--- src/rtl/dm_store_rmw.sv ---
// Store-side byte-lane unit: SW writes straight through, SB/SH do a
// read-modify-write on word-wide memory that has no byte enables.
// Misaligned or unsupported stores finish with err and never touch memory.
module dm_store_rmw #(
    parameter int MEM_AW = 10
) (
    input  logic              clk,
    input  logic              rstn,
    input  logic              req,
    input  logic [5:0]        OP,
    input  logic [31:0]       addr,
    input  logic [31:0]       wdata,
    output logic              ready,
    output logic              done,
    output logic              err,
    output logic [MEM_AW-1:0] mem_addr,
    output logic              mem_rd_en,
    input  logic [31:0]       mem_rdata,
    output logic              mem_we,
    output logic [31:0]       mem_wdata
);

    // Store opcodes (instr[31:26]) as encoded by the CPU decoder.
    localparam logic [5:0] OP_SB = 6'b101000;
    localparam logic [5:0] OP_SH = 6'b101001;
    localparam logic [5:0] OP_SW = 6'b101011;

    typedef enum logic [2:0] {
        IDLE  = 3'd0,
        READ  = 3'd1,
        WAIT  = 3'd2,
        WRITE = 3'd3,
        RESP  = 3'd4
    } state_t;

    state_t      state;
    state_t      state_next;

    logic        accept;
    logic        is_sb;
    logic        is_sh_ok;
    logic        is_sw_ok;
    logic        bad_req;

    logic        sb_q;
    logic [1:0]  lane_q;
    logic [31:0] wdata_q;
    logic        err_q;
    logic [31:0] merged;

    // Upper address bits lie outside the data memory and are deliberately ignored.
    logic        unused_addr_bits;
    assign unused_addr_bits = &{1'b0, addr[31:MEM_AW+2]};

    assign accept   = (state == IDLE) && req;
    assign is_sb    = (OP == OP_SB);
    assign is_sh_ok = (OP == OP_SH) && !addr[0];
    assign is_sw_ok = (OP == OP_SW) && (addr[1:0] == 2'b00);
    assign bad_req  = !(is_sb || is_sh_ok || is_sw_ok);

    // State register; an asynchronous reset abandons any operation in flight.
    always_ff @(posedge clk or negedge rstn) begin
        // NOTE: sequential state uses non-blocking assignments so every flop
        // samples the pre-edge values regardless of statement order.
        if (!rstn) begin
            state <= IDLE;
        end else begin
            state <= state_next;
        end
    end

    // Next-state decode and state-decoded, glitch-free strobes.
    always_comb begin
        // NOTE: every output gets a default first so no path can infer a latch.
        state_next = state;
        ready      = 1'b0;
        done       = 1'b0;
        err        = 1'b0;
        mem_rd_en  = 1'b0;
        mem_we     = 1'b0;
        unique case (state)
            IDLE: begin
                ready = 1'b1;
                if (req) begin
                    if (bad_req)       state_next = RESP;
                    else if (is_sw_ok) state_next = WRITE;
                    else               state_next = READ;
                end
            end
            READ: begin
                mem_rd_en  = 1'b1;
                state_next = WAIT;
            end
            WAIT: begin
                state_next = WRITE;
            end
            WRITE: begin
                mem_we     = 1'b1;
                state_next = RESP;
            end
            RESP: begin
                done       = 1'b1;
                err        = err_q;
                state_next = IDLE;
            end
            default: state_next = IDLE;
        endcase
    end

    // Merge the store data into the word read back from memory.
    always_comb begin
        merged = mem_rdata;
        if (sb_q) begin
            merged[8*lane_q +: 8] = wdata_q[7:0];
        end else if (lane_q[1]) begin
            merged[31:16] = wdata_q[15:0];
        end else begin
            merged[15:0] = wdata_q[15:0];
        end
    end

    // Operand latches and memory-side address/data registers.
    always_ff @(posedge clk or negedge rstn) begin
        if (!rstn) begin
            sb_q      <= 1'b0;
            lane_q    <= 2'b00;
            wdata_q   <= '0;
            err_q     <= 1'b0;
            mem_addr  <= '0;
            mem_wdata <= '0;
        end else if (accept) begin
            sb_q      <= is_sb;
            lane_q    <= addr[1:0];
            wdata_q   <= wdata;
            err_q     <= bad_req;
            mem_addr  <= addr[MEM_AW+1:2];
            mem_wdata <= wdata;
        end else if (state == WAIT) begin
            mem_wdata <= merged;
        end
    end

endmodule

--- config.mk ---
export PLATFORM = sky130hd
export DESIGN_NAME = dm_store_rmw
export DESIGN_NICKNAME = d
export VERILOG_FILES = /design/src/rtl/dm_store_rmw.sv
export SDC_FILE = /design/constraint.sdc
export NUM_CORES = 1
export LEC_CHECK = 0
export BUFFER_PORTS_ARGS = -buffer_cell sky130_fd_sc_hd__buf_4
export CELL_PAD_IN_SITES_DETAIL_PLACEMENT = 1
export CELL_PAD_IN_SITES_GLOBAL_PLACEMENT = 1
export CORE_MARGIN = 2
export CORE_UTILIZATION = 30
export CTS_CLUSTER_DIAMETER = 200
export DETAILED_ROUTE_END_ITERATION = 8
export PLACE_DENSITY = 0.7
export SYNTH_ARGS = -nofsm -noshare
export SYNTH_HDL_FRONTEND = slang
export SYNTH_SLANG_ARGS = --single-unit
--- constraint.sdc ---
create_clock -name clk -period 6.4 [get_ports clk]
set_input_delay 0.64 -clock clk [delete_from_list [all_inputs] [get_ports clk]]
set_output_delay 0.64 -clock clk [all_outputs]
set_load 0.05 [all_outputs]
==> results.md <==
* Post_cts resized at 0
* Vias post-DR at 3,915
* Worst EP arrival at between 3 and 4 ns
* Row Count at 42
* Most frequent cells in the layout: buf_4, nand2_1, dfrtp_1
* Reg area at about 0.0016 mm^2
* Peak supply drop at between 0.2 and 0.25 mV
* Core region area at between 0.01 and 0.015 mm^2
* Total negative slack at 0 ns
* Final Max Slew Viols at 0
* N_diodes at 0
* FMAX at between 300 and 400 MHz
* IO buf count at about 130
* Synth cell types at 46
* Worst slew pin tran at 1.120 ns
* WL per Instance at roughly 18 um
* Overall routing resource usage at between 10% and 20%
* Crit Path Max Fanout at between 40 and 50
* Final core occ at 40.56%
* Worst rel slew slack at 25.00%
* DRC at 0
* Layout Nets at just under 700
* Latest clock arrival within the worst-skew pair at 0.33 ns
* Leak pwr at about 0.0024 uW
* Root Buffer: clkbuf_16
* CP delay by family, top: simple AND/OR/NAND/NOR gates
* Count of hold-fix buffers inserted at cts at 0
* Status: finished clean
* Multi-input logic area at around 0.0021 mm^2
* Commonest non-fill, non-tap cell in the layout: buf_4
* Pre-Repair DR Iteration Count at 4
* # IOs at approximately 150
* Post-synth EDFFs at 0
* Pwr dens at between 500 and 600 mW/mm^2
* Final Skew at approximately 0.0077 ns
* CP cell instances: nor4b_4 -> buf_4 -> nor3_1 -> o32a_1
* Die Ht at ~120 um
* Synthesized Nets at 567
* Sequential area share after synthesis at a little over 40%
* Post-DP HPWL at roughly 9300 um
* CTS Buf Count at 9
* Global route total overflow at 0
* CP max stage cell: nor4b_4
* Fillers at around 1,600
* Fraction of layout cells with a size suffix above 1 at between 20% and 30%
* Fin crit share at between 40% and 50%
* Syn. warnings at 0
* Antenna viol nets, final at 0
* Syn_area_per_cell at 8.761 um^2
* Clock transition at the registers of the reported paths at 0.06 ns
* Worst setup SP type: flop
* Largest net degree at the start of global routing at 66
* Vias in the first global route at 4,184
* Buf/Inv on CP at 1
* Die area at between 0.01 and 0.015 mm^2
* Slowest stage delay, CP at ~1.1 ns
* DRT iter0 DRCs at ~220
* Cell Area, Synth at ~0.004 mm^2
* CTS tree: yes
* Vias/cell at around 5.3
* Min Clock Period, post-route at 2.851 ns
* Setup CP Type: flop to flop
* Initial antenna violation count at 0
* Synth Register Bits at 65
* Max_cap viols at 0
* Worst Hold Class: primary input to async pin
* CTS Sinks at 65
* DRT Wirelength at roughly 13,000 um
* Htree depth at 3
* Asr flop ratio synth at between 90% and 100%
* Die span in x at about 120 um
* Initial Util at between 30% and 40%
* Post-Synthesis Cells at ~460
* RSZ-0062 raised after global routing: false
* Critical Path RT at 6.61 ns
* Clock buffer depth at 2
* Finish-stage setup viols at 0
* Post-CTS setup buffers at 0
* Setup crit end kind: flop
* Area delta synth->final at 33.09%
* Prevailing post-synth register cell: dfrtp_1
* Global-route wire length before repair at 21,900 um
* Fin. Hold Viols at 0
* Final Wtd Congestion at roughly 0.79
area by class of cell:
cell class	instances	area share, %
Timing Repair Buffer	135	19.02
Multi-Input combinational cell	345	40.20
Inverter	8	0.5635
Clock inverter	3	0.7514
Tap cell	176	4.132
Clock buffer	12	4.813
Sequential cell	65	30.52
synthesized netlist by cell type (9+ instances only):
cell type   n  area, um^2
o21ai_0    29       145.1
buf_2      18       90.09
clkbuf_1   14       52.55
nand3_1    14       70.07
nand2b_1    9       56.30
nor2b_1    19       118.9
a31oi_1    14       87.58
a21oi_1    21       105.1
dfrtp_1    65        1627
mux2_2     10       112.6
nor2_1     21       78.83
nand2_1    94       352.8
mux2i_1    17       170.2
o22a_1     13       113.9
final timing paths:
kind                                             end                    start  depth (start not counted)  slack [ns]
max in group asynchronous    wdata_q[13]$_DFFE_PN0P_                     rstn                          1        5.43
min in group clk             mem_addr[2]$_DFFE_PN0P_  mem_addr[2]$_DFFE_PN0P_                          2        0.48
setup / recovery           mem_wdata[30]$_DFFE_PN0P_     state[1]$_DFFE_PN0P_                          4        3.55
setup reg to reg           mem_wdata[30]$_DFFE_PN0P_     state[1]$_DFFE_PN0P_                          4        3.55
hold / removal              mem_wdata[5]$_DFFE_PN0P_                     rstn                          1        0.42
hold reg to reg              mem_addr[2]$_DFFE_PN0P_  mem_addr[2]$_DFFE_PN0P_                          2        0.48
registers in the layout, summed over array words and instances (netlist names):
signal,flops
mem_wdata,32
err_q,1
wdata_q,16
lane_q,2
mem_addr,10
state,3
sb_q,1
through the flow:
| step | worst slack [ns] | std cells | area [um^2] | total power (uW) | hold slack (ns) |
|---|---|---|---|---|---|
| floorplan | 3.840 | 457 | 4004 | 2095 | 0.3444 |
| global placement | 3.443 | 729 | 5032 | 2568 | 0.4661 |
| detailed placement | 3.380 | 729 | 5032 | 2620 | 0.4727 |
| CTS | 3.478 | 744 | 5329 | 3133 | 0.4598 |
| global route | 3.310 | 744 | 5329 | 3310 | 0.4836 |
| finish | 3.549 | 744 | 5329 | 3098 | 0.4215 |
where the power goes:
group | total [uW] | switching, uW | internal [uW]
Combinational | 1790 | 1170 | 617
Sequential | 811 | 196 | 615
Clock | 498 | 179 | 319
logic make-up (layout without fill, tap and decap cells):
| group | count (synthesis) | after routing | share of synthesized area [%] |
|---|---|---|---|
| adder cells (fa/ha/maj) | 5 | 5 | 1.563 |
| AND/OR/NAND/NOR | 185 | 185 | 22.56 |
| buffers and inverters | 47 | 158 | 5.906 |
| multiplexers | 27 | 27 | 7.062 |
| flip-flops | 65 | 65 | 40.62 |
| AO/OA/AOI/OAI | 128 | 128 | 22.28 |
metal layers:
layer	track usage (%)	part of all wire [%]	vias to the layer above
li1	-	-	1853
met4	4.265	1.4	0
met2	32.57	48	122
met3	4.135	5.7	15
met1	25.21	45	1925
met5	0	0	-
(Power assumes the default switching activity.)
